[src/rtl/access_ctrl_scan.sv]
// access_ctrl_scan
//   Password access controller. An enter pulse latches the typed password,
//   then every entry of an external synchronous password memory is read and
//   compared with it. The lowest matching index is reported with granted;
//   a full scan without a match pulses denied. MAX_FAILS consecutive misses
//   lock the block for LOCK_CYCLES clocks.
//
// Ports
//   clk        system clock, rising edge
//   clr_n      asynchronous active-low reset
//   enter      single-cycle enter pulse (already synchronised)
//   senha      typed password
//   mem_addr   password memory address
//   mem_data   memory read data, valid MEM_LAT cycles after mem_addr
//   busy       scan in progress
//   granted    level, last attempt matched
//   denied     one-cycle pulse, last attempt failed
//   locked     level, lockout active
//   match_idx  index of the matching entry, valid while granted
//   fail_cnt   consecutive failure count
//
// state | meaning
// IDLE  | waiting for enter
// SCAN  | issuing addresses 0..DEPTH-1, comparing returning words
// DRAIN | all addresses issued, comparing the last MEM_LAT words
// LOCK  | lockout timer running, enter ignored
module access_ctrl_scan #(
  parameter int PW_WIDTH    = 8,
  parameter int DEPTH       = 32,
  parameter int ADDR_W      = 5,
  parameter int MEM_LAT     = 1,
  parameter int MAX_FAILS   = 3,
  parameter int LOCK_CYCLES = 1000,
  parameter int CNT_W       = 10,
  localparam int FC_W       = $clog2(MAX_FAILS + 1)
) (
  input  logic                clk,
  input  logic                clr_n,
  input  logic                enter,
  input  logic [PW_WIDTH-1:0] senha,
  output logic [ADDR_W-1:0]   mem_addr,
  input  logic [PW_WIDTH-1:0] mem_data,
  output logic                busy,
  output logic                granted,
  output logic                denied,
  output logic                locked,
  output logic [ADDR_W-1:0]   match_idx,
  output logic [FC_W-1:0]     fail_cnt
);

  typedef enum logic [1:0] {IDLE, SCAN, DRAIN, LOCK} state_t;

  localparam logic [ADDR_W-1:0] LAST_ADDR = ADDR_W'(DEPTH - 1);
  localparam logic [FC_W-1:0]   FAIL_MAX  = FC_W'(MAX_FAILS);
  localparam logic [CNT_W-1:0]  LOCK_LOAD = CNT_W'(LOCK_CYCLES - 1);

  state_t                state_q, state_nxt;
  logic [PW_WIDTH-1:0]   pw_q;
  logic [ADDR_W-1:0]     addr_q;
  logic [CNT_W-1:0]      timer_q;
  logic                  granted_q, denied_q;
  logic [ADDR_W-1:0]     match_q;
  logic [FC_W-1:0]       fail_q;

  // Delay line tagging each outstanding read with the address it came from.
  logic [MEM_LAT-1:0]    vld_q;
  logic [ADDR_W-1:0]     tag_q [MEM_LAT];

  logic                  scanning, accept, word_ok, hit, miss, lock_go;
  logic [FC_W-1:0]       fail_inc;

  assign scanning = (state_q == SCAN) || (state_q == DRAIN);
  assign accept   = (state_q == IDLE) && enter;
  assign word_ok  = scanning && vld_q[MEM_LAT-1];
  assign hit      = word_ok && (mem_data == pw_q);
  // The last address's word is the final one; no match there means a miss.
  assign miss     = word_ok && (mem_data != pw_q) && (state_q == DRAIN)
                    && (tag_q[MEM_LAT-1] == LAST_ADDR);
  assign fail_inc = (fail_q == FAIL_MAX) ? fail_q : fail_q + FC_W'(1);
  assign lock_go  = miss && (fail_inc == FAIL_MAX);

  always_ff @(posedge clk or negedge clr_n) begin
    if (!clr_n) state_q <= IDLE;
    else        state_q <= state_nxt;
  end

  always_comb begin
    state_nxt = state_q;
    case (state_q)
      IDLE:  if (enter) state_nxt = SCAN;
      SCAN: begin
        if (hit)                       state_nxt = IDLE;
        else if (addr_q == LAST_ADDR)  state_nxt = DRAIN;
      end
      DRAIN: begin
        if (hit)          state_nxt = IDLE;
        else if (lock_go) state_nxt = LOCK;
        else if (miss)    state_nxt = IDLE;
      end
      LOCK:  if (timer_q == '0) state_nxt = IDLE;
      default: state_nxt = IDLE;
    endcase
  end

  always_ff @(posedge clk or negedge clr_n) begin
    if (!clr_n) begin
      pw_q      <= '0;
      addr_q    <= '0;
      timer_q   <= '0;
      granted_q <= 1'b0;
      denied_q  <= 1'b0;
      match_q   <= '0;
      fail_q    <= '0;
      vld_q     <= '0;
      for (int i = 0; i < MEM_LAT; i++) tag_q[i] <= '0;
    end else begin
      denied_q <= miss;

      if (accept) begin
        pw_q      <= senha;
        addr_q    <= '0;
        granted_q <= 1'b0;
      end else if (state_q == SCAN && addr_q != LAST_ADDR) begin
        addr_q <= addr_q + ADDR_W'(1);
      end

      // Flush on a result so stale words never reach the next attempt.
      if (hit || miss) begin
        vld_q <= '0;
      end else begin
        for (int i = MEM_LAT - 1; i > 0; i--) begin
          vld_q[i] <= vld_q[i-1];
          tag_q[i] <= tag_q[i-1];
        end
        vld_q[0] <= (state_q == SCAN);
        tag_q[0] <= addr_q;
      end

      if (hit) begin
        granted_q <= 1'b1;
        match_q   <= tag_q[MEM_LAT-1];
        fail_q    <= '0;
      end else if (miss) begin
        fail_q <= fail_inc;
      end

      if (lock_go) begin
        timer_q <= LOCK_LOAD;
      end else if (state_q == LOCK) begin
        if (timer_q == '0) fail_q  <= '0;
        else               timer_q <= timer_q - CNT_W'(1);
      end
    end
  end

  assign mem_addr  = addr_q;
  assign busy      = scanning;
  assign granted   = granted_q;
  assign denied    = denied_q;
  assign locked    = (state_q == LOCK);
  assign match_idx = match_q;
  assign fail_cnt  = fail_q;

endmodule

[config.mk]
export PLATFORM = sky130hd
export DESIGN_NAME = access_ctrl_scan
export DESIGN_NICKNAME = d
export VERILOG_FILES = /design/src/rtl/access_ctrl_scan.sv
export SDC_FILE = /design/constraint.sdc
export NUM_CORES = 1
export LEC_CHECK = 0
export ABC_AREA = 0
export CAP_MARGIN = 20
export CORE_ASPECT_RATIO = 2
export CORE_MARGIN = 3
export CORE_UTILIZATION = 52
export DETAILED_ROUTE_END_ITERATION = 8
export PLACE_DENSITY_LB_ADDON = 0.2
export SLEW_MARGIN = 20
export SYNTH_ARGS = -nofsm -noshare
export SYNTH_HDL_FRONTEND = slang
export SYNTH_SLANG_ARGS = --single-unit
export TNS_END_PERCENT = 30
[constraint.sdc]
create_clock -name clk -period 2.6 [get_ports clk]
set_input_delay 0.39 -clock clk [delete_from_list [all_inputs] [get_ports clk]]
set_output_delay 0.39 -clock clk [all_outputs]
set_load 0.1 [all_outputs]
==> impl_results.md, run 1 <==
* Status: complete, no violations
* Yosys top cell by area: dfrtp_1
* Final HPWL DP at 3.25 mm
* Row cnt at 31
* Mean post-synth cell area at 10.9 um^2
* DRT iter0 DRCs at 14
* Clock share of power at 0.174
* Sink Count at 40
* Final WL at 4.12 mm
* Seq pwr share at 0.386
* Nets at 251
* Worst Tran Pin Value at 0.869 ns
* Seq cells post-synth at 40
* Placer Congestion at 0.810
* Net Count, Synth at 210
* Vias/cell at 5.46
* Slew margin rel. at 0.421
* Post-CTS Repair Setup Buffers at 0
* Final worst-path cycle share at 0.849
* Hold Slack at 0.214 ns
* GR Util All Layers at 0.197
* DRC violation count after routing at 0
* Tmin final at 2.21 ns
* Fmax at 453 MHz
* Worst Hold Class: input port to async pin
* Place WS at 0.186 ns
* Vias at 1496
* Initial core utilization at 0.548
* Die width at 49.8 um
* CTS Hold Bufs at 0
* Setup TNS at 0 ns
* Post-CTS sizing at 0
* Net Switching at 0.997 mW
* Vias in the first global route at 1591
* Combinational fraction of design power at 0.440
* Max VDD drop at 1.04 mV
* Mapped Cells at 183
* Clock root buffer: clkbuf_8
* Critical Path End Type: flop
* Mapped Area at 0.00200 mm^2
* Slew Viols, Final at 0
* Worst-path clk slew at 0.07 ns
* Power density over cell area at 972 mW/mm^2
* Total of max-cap violations at 0
* Setup slack after layout at 0.392 ns
* Synth async-reset ratio at 1.00
* Most frequent cell after synthesis: dfrtp_1
* Max Root-Sink Buffers at 2
* Sw Share at 0.415
* Worst EP arrival at 2.38 ns
* CTS tree: built
* Area Overhead vs Synth at 23.5%
* Number of flops mapped to enable cells by yosys at 0
* Leak at 1.12 nW
* Synth area leaders: dfrtp_1, mux2_2, nand2_1
* Grt ovf at 0
* DP Area at 0.00237 mm^2
* RSZ-0062 raised after global routing: false
* Internal power at 1.40 mW
* Worst-skew pair later-pin latency at 0.29 ns
* Final Hold Fails at 0
* H-tree Lvls at 2
* Die ar. at 0.00467 mm^2
* Synthesis warning total at 0
* Design area at 0.00247 mm^2
* Die height at 93.7 um
* Clock Skew at 0.00419 ns
* First-pass DRT Iterations at 4
* Yosys top cell area share at 0.501
* Synth cell count leaders: dfrtp_1, nand2_1, mux2_2
* Crit path max fanout at 6
* Mean routed wirelength per cell at 15.1 um
* First-pass GRT wire length at 6.99 mm
* Port Buffers at 34
* Register area share after synthesis at 0.501
* Largest net degree at the start of global routing at 41
* Cts bufs inserted at 5
* Synth cell types at 37
* Number of diodes at 0
* Routed Antenna Nets at 0
* Num ports at 35
* Total core area at 0.00365 mm^2
* Setup crit start kind: flop
* Share of layout cells above drive strength 1 at 0.236
* Initial antenna violation count at 0
* Worst path required time at 2.78 ns
* Setup CP Type: flop to flop
* Ys flop type: dfrtp_1
* Final setup violation count at 0
==> metal layers <==
layer / up-vias / track usage / part of all wire
met5: - / 0 / 0
met4: 0 / 0.0970 / 0.033
met3: 14 / 0.0429 / 0.035
met2: 34 / 0.376 / 0.59
met1: 742 / 0.191 / 0.34
li1: 706 / - / -
==> registers in the layout (all words and copies together) (netlist names) <==
signal	flops
timer_q	10
pw_q	8
match_idx	5
mem_addr	5
tag_q	5
fail_cnt	2
state_q	2
denied	1
granted	1
vld_q	1
==> kinds of logic after synthesis <==
logic type	count (synthesis)	synth area share
muxes	17	0.0958
and+or+nand+nor	67	0.179
buffers and inverters	14	0.0269
xor gates and xnor gates	16	0.0701
adders and majority gates	8	0.0501
DFF	40	0.501
AOI/OAI and AO/OA	21	0.0770
==> per-stage QoR <==
stage	power [mW]	std cells	utilization
3_3_place_gp	1.95	266	0.651
6_report	2.40	274	0.677
2_1_floorplan	1.75	183	-
4_1_cts	2.42	274	0.677
3_5_place_dp	2.00	266	0.651
5_1_grt	2.53	274	0.677
==> critical path, cell delays in order, from the launching register on <==
cell      delay [ns]
dfrtp_1         0.40
inv_1           0.07
ha_1            0.19
nor3b_1         0.41
a31oi_1         0.37
a221oi_4        0.33
mux2_4          0.33
==> power by group through the flow <==
stage	combinational, mW	sequential (mW)	clock [mW]
global placement	1.02	0.927	0
floorplan	0.644	1.11	0
finish	1.05	0.927	0.417
detailed placement	1.06	0.938	0
CTS	1.07	0.928	0.427
global route	1.13	0.949	0.451
==> worst paths after layout <==
path                                     end  cells after the start  slack, ns          from
worst max-delay path              state_q[0]                      6       0.39    timer_q[1]
worst min-delay path            match_idx[0]                      1       0.21         clr_n
worst max register to register    state_q[0]                      6       0.39    timer_q[1]
worst min register to register  match_idx[4]                      2       0.48  match_idx[4]
max in group asynchronous        mem_addr[1]                      1       1.80         clr_n
min in group clk                match_idx[4]                      2       0.48  match_idx[4]
==> placed cells by master, fill, tap and decap left out, types with 6 or more instances in the layout <==
cell type	Yosys	routed
nor2_1	8	8
ha_1	8	8
mux2_2	13	13
nand2_1	27	27
inv_1	9	9
dfrtp_1	40	38
buf_4	0	21
xnor2_1	11	11
o21ai_0	7	7
clkbuf_8	0	6
clkdlybuf4s50_1	0	17
==> area by class of cell <==
class | count | area, um^2
Multi-Input combinational cell | 129 | 943
Timing Repair Buffer | 39 | 333
Sequential cell | 40 | 1000
Inverter | 9 | 33.8
Tap cell | 49 | 61.3
Clock inverter | 2 | 10.0
Clock buffer | 6 | 82.6
Fill cell | 306 | 1180
No activity file was read; power rests on OpenSTA's default activity.
==> inputs of run 2 (changes only) <==
- clock period: 2.6 -> 2.1 ns (I/O delays scaled with it)
==> run 2 against run 1 <==
  * Clock skew grew 0.0019 ns
  * Worst setup slack lost 0.26 ns
  * Total power grew 32%
  * Worst hold slack lost 0.084 ns
  * Clock power grew 20%
  * Core utilization grew 3.6 points
  * Combinational power grew 42%
==> impl_results.md, run 2 (synthesized netlist as in run 1, its figures left out) <==
* Status: complete, no violations
* Reg2Reg Setup Slack at 0.13 ns (-0.26 ns)
* Clock Skew at 0.00611 ns (+0.00193 ns)
* Final setup violation count at 0 (unchanged)
* Final Hold Fails at 0 (unchanged)
* Max reg flops at 10 (unchanged)
* Uppermost layer routed: met4
* Initial antenna violation count at 0 (unchanged)
* Grt ovf at 0 (unchanged)
* Crit path max fanout at 5 (-1)
* Largest registers: timer_q (10), pw_q (8)
* Setup crit start kind: flop
* Reg area at 0.00101 mm^2 (+0.87%)
* Power consumption at 3.16 mW (+32%)
* Vias in the first global route at 1642 (+3.2%)
* DP Area at 0.00248 mm^2 (+4.3%)
* Filler cells at 300 (-2.0%)
* Max VDD drop at 1.24 mV (+19%)
* DRC violation count after routing at 0 (unchanged)
* Clock root buffer: clkbuf_8
* Vias at 1497 (+0.067%)
* Slew margin rel. at 0.419 (-0.00123)
* Design area at 0.00260 mm^2 (+5.3%)
* Cts bufs inserted at 5 (unchanged)
* Slew Viols, Final at 0 (unchanged)
* First-pass DRT Iterations at 5 (+1)
* Tmin final at 1.97 ns (-0.237 ns)
* Row cnt at 31 (unchanged)
* Worst-path clk slew at 0.08 ns (about the same)
* Mean routed wirelength per cell at 15.9 um (+5.9%)
* Sink Count at 40 (unchanged)
* Power density over cell area at 1220 mW/mm^2 (+25%)
* H-tree Lvls at 2 (unchanged)
* Nets at 257 (+2.4%)
* Worst Tran Pin Value at 0.871 ns (+0.00185 ns)
* Leak at 1.15 nW (+2.6%)
* WL met3 at 124 um (-14%)
* Number of diodes at 0 (unchanged)
* Vias/cell at 5.35 (-2.1%)
* Die height at 93.7 um (unchanged)
* WL met2 at 2.65 mm (+8.2%)
* Final std cells w/o fill at 280 (+2.2%)
* Worst path required time at 2.28 ns (-0.50 ns)
* Die width at 49.8 um (unchanged)
* Share of layout cells above drive strength 1 at 0.312 (+0.0761)
* Place WS at -0.134 ns (-0.320 ns)
* Most common cell after layout, fill and taps aside: dfrtp_1
* Initial core utilization at 0.548 (unchanged)
* Largest net degree at the start of global routing at 41 (unchanged)
* Most frequent cells in the layout: dfrtp_1, nand2_1, buf_4, clkdlybuf4s50_1, mux2_2
* CTS tree: built
* DRT iter0 DRCs at 34 (+20)
* R2R Path Start: state_q[0]
* Max Root-Sink Buffers at 2 (unchanged)
* Routed Antenna Nets at 0 (unchanged)
* Wl on met1 at 1.53 mm (+10%)
* Fmax at 507 MHz (+12%)
* Setup slack after layout at 0.129 ns (-0.263 ns)
* Num ports at 35 (unchanged)
* Critical Path End Type: flop
* Final WL at 4.46 mm (+8.2%)
* Crit path launch: state_q[0]
* Total core area at 0.00365 mm^2 (unchanged)
* Port Buffers at 34 (unchanged)
* Worst-skew pair later-pin latency at 0.29 ns (about the same)
* Worst Hold Class: input port to async pin
* First-pass GRT wire length at 7.46 mm (+6.7%)
* Die ar. at 0.00467 mm^2 (unchanged)
* Total of max-cap violations at 0 (unchanged)
* Setup CP Type: flop to flop
* GR Util All Layers at 0.212 (+0.0149)
* Placed cells at 271 (+1.9%)
* Placer Congestion at 0.748 (-7.7%)
* Worst EP arrival at 2.15 ns (-0.23 ns)
* Final worst-path cycle share at 0.939 (+0.0895)
* Largest Register: timer_q
* Multi-input combinational cell area at 0.00101 mm^2 (+7.3%)
* Final HPWL DP at 3.40 mm (+4.8%)
* Area Overhead vs Synth at 30.0%
run 2: cell types whose count changed in the layout (fill, tap and decap cells not counted), moves of 2 or more:
cell	delta
buf_4	+5
dfrtp_1	-3
dfrtp_4	+2
ha_1	-3
ha_4	+2
nor3b_1	-2
nor3b_2	+2
run 2: worst max-delay path, cell delays in order (launching register included):
cell and delay (ns):
dfrtp_1 0.39, inv_1 0.11, ha_4 0.31, nand4_1 0.16
nor3_2 0.30, o21a_1 0.21, nor2_2 0.09, mux2_2 0.29
run 2: through the flow:
| step | hold WS, ns | setup TNS, ns | util |
|---|---|---|---|
| floorplan | 0.0194 | -0.0251 | - |
| global placement | 0.463 | -0.485 | 0.679 |
| detailed placement | 0.467 | -0.859 | 0.679 |
| CTS | 0.168 | 0 | 0.703 |
| global route | 0.181 | -0.0570 | 0.712 |
| finish | 0.130 | 0 | 0.712 |
run 2: worst paths after layout:
check | end | cells past startpoint
min | timer_q[7] | 1
max in group asynchronous | mem_addr[1] | 1
max | tag_q[0] | 7
max reg2reg | tag_q[0] | 7
min reg2reg | match_idx[0] | 2
min in group clk | match_idx[0] | 2
run 2: timing repair:
action / CTS / global route
buffers inserted: 0 / 1
endpoints found under the setup margin: 0 / 10
gates resized for setup: 0 / 5
hold buffers: 0 / 0
run 2: layout make-up:
class,instances,share of cell area
Clock buffer,5,0.0265
Clock inverter,3,0.00723
Inverter,9,0.0130
Multi-Input combinational cell,129,0.390
Sequential cell,40,0.390
Tap cell,49,0.0236
Timing Repair Buffer,45,0.150
run 2: metal layers:
metal / vias up / GRT usage
li1: 713 / -
met1: 733 / 0.202
met2: 39 / 0.418
met3: 12 / 0.0318
met4: 0 / 0.104
met5: - / 0
run 2: power by group:
part	switching, mW	total [mW]	internal, mW
combinational	0.841	1.49	0.649
sequential	0.188	1.17	0.984
clock	0.270	0.501	0.231
